File: src/rtl/picomips_pkg.sv
// Shared types and instruction-field layout for the picoMIPS sequencer.
// Instruction word: op | rd | rs | imm, most-significant field first.
package picomips_pkg;

  localparam int PW     = 6;
  localparam int N      = 8;
  localparam int IW     = 3 + 3 + 3 + N;
  localparam int OP_MSB = IW - 1;
  localparam int RD_MSB = IW - 4;
  localparam int RS_MSB = IW - 7;

  typedef enum logic [2:0] {
    OP_NOP   = 3'b000,
    OP_ADD   = 3'b001,
    OP_ADDI  = 3'b010,
    OP_MULI  = 3'b011,
    OP_WAITH = 3'b100,
    OP_WAITL = 3'b101,
    OP_JMP   = 3'b110,
    OP_HALT  = 3'b111
  } opcode_t;

  typedef enum logic [2:0] {
    FETCH  = 3'd0,
    DECODE = 3'd1,
    EXEC   = 3'd2,
    MULW   = 3'd3,
    WAIT   = 3'd4,
    HALTED = 3'd5
  } state_t;

  typedef enum logic [1:0] {
    PC_HOLD = 2'd0,
    PC_INC  = 2'd1,
    PC_JUMP = 2'd2
  } pc_sel_t;

endpackage

File: src/rtl/picomips_decode.sv
// Combinational decode: maps (state, ir, mul_done, in_flag) to datapath strobes,
// the next sequencer state and the program-counter update selection.
module picomips_decode
  import picomips_pkg::*;
(
  input  state_t         state,
  input  logic [IW-1:0]  ir,
  input  logic           mul_done,
  input  logic           in_flag,
  output state_t         next_state,
  output pc_sel_t        pc_sel,
  output logic           ir_load,
  output logic [2:0]     raddr1,
  output logic [2:0]     raddr2,
  output logic [N-1:0]   imm,
  output logic           reg_write,
  output logic           imm_sel,
  output logic           wsel,
  output logic           mul_start,
  output logic           halted
);

  opcode_t op;
  logic    wr_ok;

  assign op     = opcode_t'(ir[OP_MSB -: 3]);
  assign raddr1 = ir[RD_MSB -: 3];
  assign raddr2 = ir[RS_MSB -: 3];
  assign imm    = ir[N-1:0];
  // R0 is hard-wired to zero, so writes to it are dropped.
  assign wr_ok  = (raddr1 != 3'd0);

  // Next-state, pc-select and strobe decode.
  always_comb begin
    next_state = state;
    pc_sel     = PC_HOLD;
    ir_load    = 1'b0;
    reg_write  = 1'b0;
    imm_sel    = 1'b0;
    wsel       = 1'b0;
    mul_start  = 1'b0;
    halted     = 1'b0;
    case (state)
      FETCH: next_state = DECODE;
      DECODE: begin
        ir_load    = 1'b1;
        next_state = EXEC;
      end
      EXEC: begin
        case (op)
          OP_NOP: begin
            pc_sel     = PC_INC;
            next_state = FETCH;
          end
          OP_ADD, OP_ADDI: begin
            reg_write  = wr_ok;
            imm_sel    = (op == OP_ADDI);
            pc_sel     = PC_INC;
            next_state = FETCH;
          end
          OP_MULI: begin
            mul_start  = 1'b1;
            imm_sel    = 1'b1;
            next_state = MULW;
          end
          OP_WAITH, OP_WAITL: next_state = WAIT;
          OP_JMP: begin
            pc_sel     = PC_JUMP;
            next_state = FETCH;
          end
          OP_HALT: next_state = HALTED;
          default: next_state = FETCH;
        endcase
      end
      MULW: begin
        wsel    = 1'b1;
        imm_sel = 1'b1;
        if (mul_done) begin
          reg_write  = wr_ok;
          pc_sel     = PC_INC;
          next_state = FETCH;
        end else begin
          next_state = MULW;
        end
      end
      WAIT: begin
        // WAITH needs in_flag high, WAITL needs it low.
        if (in_flag == (op == OP_WAITH)) begin
          pc_sel     = PC_INC;
          next_state = FETCH;
        end else begin
          next_state = WAIT;
        end
      end
      HALTED: begin
        halted     = 1'b1;
        next_state = HALTED;
      end
      default: next_state = FETCH;
    endcase
  end

endmodule

File: src/rtl/picomips_seq.sv
// picoMIPS multi-cycle sequencer: holds pc, instruction register and state;
// all datapath controls are decoded combinationally from state and ir.
module picomips_seq
  import picomips_pkg::*;
#(
  parameter int Pw = PW,
  parameter int n  = N,
  parameter int Iw = IW
) (
  input  logic          clk,
  input  logic          reset,
  input  logic [Iw-1:0] instr,
  input  logic          mul_done,
  input  logic          in_flag,
  output logic [Pw-1:0] pc,
  output logic [2:0]    Raddr1,
  output logic [2:0]    Raddr2,
  output logic          reg_write,
  output logic [n-1:0]  imm,
  output logic          imm_sel,
  output logic          wsel,
  output logic          mul_start,
  output logic          halted
);

  state_t        state;
  state_t        next_state;
  pc_sel_t       pc_sel;
  logic          ir_load;
  logic [Iw-1:0] ir;

  picomips_decode u_decode (
    .state      (state),
    .ir         (ir),
    .mul_done   (mul_done),
    .in_flag    (in_flag),
    .next_state (next_state),
    .pc_sel     (pc_sel),
    .ir_load    (ir_load),
    .raddr1     (Raddr1),
    .raddr2     (Raddr2),
    .imm        (imm),
    .reg_write  (reg_write),
    .imm_sel    (imm_sel),
    .wsel       (wsel),
    .mul_start  (mul_start),
    .halted     (halted)
  );

  // State, instruction and program-counter registers; pc+1 wraps naturally.
  always_ff @(posedge clk or posedge reset) begin
    if (reset) begin
      state <= FETCH;
      ir    <= {Iw{1'b0}};
      pc    <= {Pw{1'b0}};
    end else begin
      state <= next_state;
      if (ir_load) begin
        ir <= instr;
      end else begin
        ir <= ir;
      end
      case (pc_sel)
        PC_INC:  pc <= pc + {{(Pw-1){1'b0}}, 1'b1};
        PC_JUMP: pc <= ir[Pw-1:0];
        default: pc <= pc;
      endcase
    end
  end

endmodule
File: config.mk
export PLATFORM = sky130hd
export DESIGN_NAME = picomips_seq
export DESIGN_NICKNAME = d
export VERILOG_FILES = /design/src/rtl/picomips_pkg.sv /design/src/rtl/picomips_decode.sv /design/src/rtl/picomips_seq.sv
export SDC_FILE = /design/constraint.sdc
export NUM_CORES = 1
export LEC_CHECK = 0
export BUFFER_PORTS_ARGS = -buffer_cell sky130_fd_sc_hd__buf_2
export CORE_MARGIN = 1
export CORE_UTILIZATION = 54
export DETAILED_ROUTE_END_ITERATION = 8
export PLACE_DENSITY = 0.89
export RECOVER_POWER = 50
export SYNTH_ARGS = -nofsm -noshare
export SYNTH_HDL_FRONTEND = slang
export SYNTH_HIERARCHICAL = 1
export SYNTH_SLANG_ARGS = --single-unit
File: constraint.sdc
create_clock -name clk -period 5.3 [get_ports clk]
set_input_delay 0.795 -clock clk [delete_from_list [all_inputs] [get_ports clk]]
set_output_delay 0.795 -clock clk [all_outputs]
set_load 0.02 [all_outputs]
[Word-level counts from Yosys, hierarchy flattened]
Index checks and enable logic that the tools add are counted.
Word-level totals
  output and inout bits: 25
  bits in writable memories: 0
  bits in latches: 0
  register bits: 26
  ROM bits: 0
  logic and storage cells: 46
  memories kept: 0
  input bits: 21
Cells by class
  $mul: 0
  divide/modulo/power cells: 0
  bitwise operators: 0
  $lt $le $gt $ge: 0
  shifts and indexed selects: 0
  reduce and logical (&&, ||, !) cells: 8
  add/sub/neg operators: 1
  mux-type cells: 19
  eq/ne operators: 15
Operator list (count)
  3-bit == test (second input constant): 6
  3-bit one-hot mux with 6 select lines: 1
  3-bit by 2-bit == test with 1-bit output (second input constant): 4
  3-bit one-hot mux with 4 select lines: 1
  6-bit one-hot mux with 2 select lines: 1
  1-bit 2-to-1 mux: 9
  6-bit by 1-bit adder with 6-bit output (second input constant): 1
  3-bit by 1-bit == test with 1-bit output (second input constant): 2
  3-bit zero test: 2
  1-bit one-hot mux with 2 select lines: 3
  2-bit one-hot mux with 3 select lines: 1
  2-bit one-hot mux with 2 select lines: 1
  2-bit OR reduction: 2
  4-bit OR reduction: 1
  3-bit 2-to-1 mux: 1
  3-bit nonzero test: 1
  3-bit OR reduction: 1
  2-bit by 1-bit == test with 1-bit output (second input constant): 1
  2-bit == test (second input constant): 1
  2-bit 2-to-1 mux: 1
  2-bit nonzero test: 1
  1-bit == test: 1

[Longest topological paths before layout]
  depth after elaboration: 6
  depth in mapped cells: 10
  depth with buffers taken out: 8

[By module]
The synthesis kept the hierarchy.
Modules (own cells, without submodules)
  picomips_seq: area each 1084.8 um^2, cells each 81, instances 1, sequential area each 650.6 um^2
  picomips_decode: area each 349.1 um^2, cells each 51, instances 1, sequential area each 0.0 um^2

[Worst setup path after synthesis]
No wires, ideal clock.
  kind: input to output
  start point: in mul_done
  end point: out reg_write
  path buffers: 0
  data arrival time: 1.251 ns
  cell stages on the path: 3
  setup slack: 3.254 ns
  required time: 4.505 ns
  cells stage by stage: nand4b_1 o31ai_1 and4bb_1
Between the ends
  longest elaborated chain between the ends: 2
RTL lines
  start, declared: RTL line picomips_seq.sv:13  | input logic mul_done,
  1-bit 2-to-1 mux: RTL line picomips_decode.sv:78  | if (mul_done) begin
  1-bit one-hot mux with 2 select lines: RTL line picomips_decode.sv:43  | case (state)
  end, declared: RTL line picomips_seq.sv:18  | output logic reg_write,
No other way between the ends.

[Final worst setup path]
  start point: reg state[2]
  end point: out reg_write
Between the ends
  longest elaborated chain between the ends: 2
  elaborated cells between the ends (all ways): 3
  those cells by class: 2 x eq/ne; 1 x mux
RTL lines
  start, declared: RTL line picomips_seq.sv:26  | state_t state;
  start signal, assigned: RTL line picomips_seq.sv:57  | state <= next_state;
  3-bit by 2-bit == test with 1-bit output: RTL line picomips_decode.sv:43
  1-bit one-hot mux with 2 select lines (*): RTL line picomips_decode.sv:43
Mark *: on every way between the ends. The rest lies on a longest branch, timed or not.

==> reports/metrics.yaml <==
route:
  route.detailed.drc: 0
  vias: 1058
  routed_wl_mm: 2.69
  vias_per_cell: 5.54
  ant_nets: 0
  drt_pass1_iterations: 4
  wl_per_cell_um: 14.1
  drt_iter0_markers: 21
timing:
  max_freq_mhz: 381
  drv_slew: 0
  rsz0062_at_grt: "false"
  tightest_slew_ns: 0.955
  relSlewSlack_pct: 36.2
  period_share_pct: 49.5
  fin_skew_ns: 0.00875
  hold_violations: 0
  period_needed_ns: 2.62
  final-setup-viol-count: 0
  whs_ns: 0.528
  finalSetupTns_ns: 0
yosys:
  synthMostInstantiatedCell: "dfrtp_1"
  ys.flop_type: "dfrtp_1"
  syn_area_per_cell_um2: 10.9
  ys_seq_area_share_pct: 45.4
  synthArstFlopShare_pct: 100
  synthDistinctLibCells: 38
  syn-num-nets: 155
  yosys-top-cells-count: "26 x dfrtp_1, 17 x mux2_2, 14 x buf_4"
  synth_top_area_share_pct: 45.4
  ys_warn_count: 6
  ys_top_cells_by_area: "dfrtp_1 45%, mux2_2 13%, buf_4 7.3%, nor3b_1 2.6%, mux2i_1 2.1%"
  synth_cells: 132
  synth-seq-cells: 26
  synth_edf_count: 0
  yosysTopAreaCell: "dfrtp_1"
  netlist_area_mm2: 0.00143
cts:
  clkSinkCount: 26
  cts_hold_buf: 0
  clk_latency_ns: 0.33
  cts_tree: "done"
  post_cts_buffers: 0
  post_cts_resize_count: 0
  cts_buffers: 3
  clk_path_buf_depth: 2
  clkTransAtPathRegs_ns: 0.15
  root_buffer: "clkbuf_4"
  h-tree-depth: 1
placed_design:
  gp_congestion: 0.866
  dp_hpwl_mm: 2.01
  io_buffers: 45
global_routing:
  grt_pass1_wl_mm: 4.26
  grt_max_degree: 27
  antenna_found_initial: 0
  grt_pass1_vias: 970
  grt_usage_pct: 20.5
  gr-total-overflow: 0
worst_hold_path:
  hp-class: "register to register"
  holdPathStages: 1
final_layout:
  nets: 185
  syn2layout_area_growth_pct: 12.1
  fillers: 195
  antenna_cells: 0
  drive_gt1_share_pct: 40.4
die:
  start_util_pct: 57.4
  io_pins: 46
  die_w_um: 53.5
  rows: 18
  dieArea_mm2: 0.00287
  core_area_mm2: 0.00250
  die_h_um: 53.5
power_and_ir_drop:
  p_per_area_mw_per_mm2: 652
  power_leakage_nw: 0.741
  p_total_w: 0.00105
  peakVddDrop_mv: 0.396
critical_path:
  critPathCaptureType: "output pin"
  worstPathRequired_ns: 4.51
  worst_setup_path_start_kind: "register"
  path_class: "register to output pin"
  cp_max_fo: 13
  cp.arrival_ns: 1.83
  rr_worst_depth: 8
outcome:
  outcome: "finished clean"
run:
  maxCapViolCount: 0
[final cells by class]
| type | count | area, µm² | share of cell area [%] |
|---|---|---|---|
| inverters | 6 | 22.5 | 1.40 |
| repair buffers | 46 | 229 | 14.2 |
| multi-input cells | 79 | 616 | 38.3 |
| clock inverters | 1 | 30.0 | 1.87 |
| flip-flops and latches | 26 | 651 | 40.5 |
| well taps | 30 | 37.5 | 2.33 |
| clock buffers | 3 | 22.5 | 1.40 |
[cells by family after synthesis]
group	after synthesis	share of synthesized area (%)
adders and majority gates	2	1.74
xor gates and xnor gates	3	1.83
AOI/OAI and AO/OA	22	9.95
buffers and inverters	27	11.7
and+or+nand+nor	32	14.0
muxes	20	15.4
DFF	26	45.4
[path summary, 6_finish.rpt]
| check | from | to | slack, ns |
|---|---|---|---|
| min reg2reg | ir[6] | ir[6] | 0.53 |
| min | ir[6] | ir[6] | 0.53 |
| min in group asynchronous | reset | ir[9] | 0.65 |
| max | state[2] | reg_write | 2.68 |
| max in group asynchronous | reset | pc[3] | 4.08 |
| max reg2reg | state[0] | pc[3] | 2.99 |
[critical path, stage by stage (launching register included)]
cell      delay (ns)
dfrtp_1         0.60
and3b_1         0.26
o31ai_1         0.26
and4bb_1        0.22
buf_2           0.17
[state kept, by name (all words and copies together) (netlist names)]
| register | cells |
|---|---|
| ir | 17 |
| pc | 6 |
| state | 3 |
[cells in the final DEF (no fill, tap or decap), drive strengths merged, types with 2 or more instances in the layout]
| cell | count |
|---|---|
| clkbuf | 6 |
| dfrtp | 26 |
| mux2i | 3 |
| a21oi | 3 |
| nand2 | 7 |
| ha | 2 |
| a22oi | 3 |
| nor3b | 5 |
| inv | 6 |
| nor2 | 2 |
| buf | 43 |
| nand3 | 2 |
| xnor2 | 2 |
| mux2 | 17 |
| a31oi | 2 |
| nor2b | 2 |
| o21ai | 7 |
| nand2b | 3 |
| and3b | 2 |
| nor3 | 2 |
[per-layer routing]
metal  vias to the layer above  part of all wire, %  GRT usage, %
met5                         -                    0             0
met4                         0                 0.74          5.70
met3                         3                  4.0          2.82
met2                        32                   54          37.3
met1                       512                   41          25.3
li1                        511                    -             -
[report_power, final]
part	total, W	internal [W]	switching (W)
registers	0.000397	0.000291	0.000106
logic	0.000514	0.000242	0.000273
clock network	0.000137	0.0000765	0.0000601
[metrics by stage]
step	util, %	instance area, µm²	instances	setup WS, ns
6_report	64.3	1610	191	2.68
5_1_grt	64.3	1610	191	2.52
4_1_cts	64.7	1620	191	2.66
3_5_place_dp	62.6	1560	187	2.99
3_3_place_gp	62.6	1560	187	3.08
2_1_floorplan	-	1430	132	3.25
No activity file was read; power rests on OpenSTA's default activity.
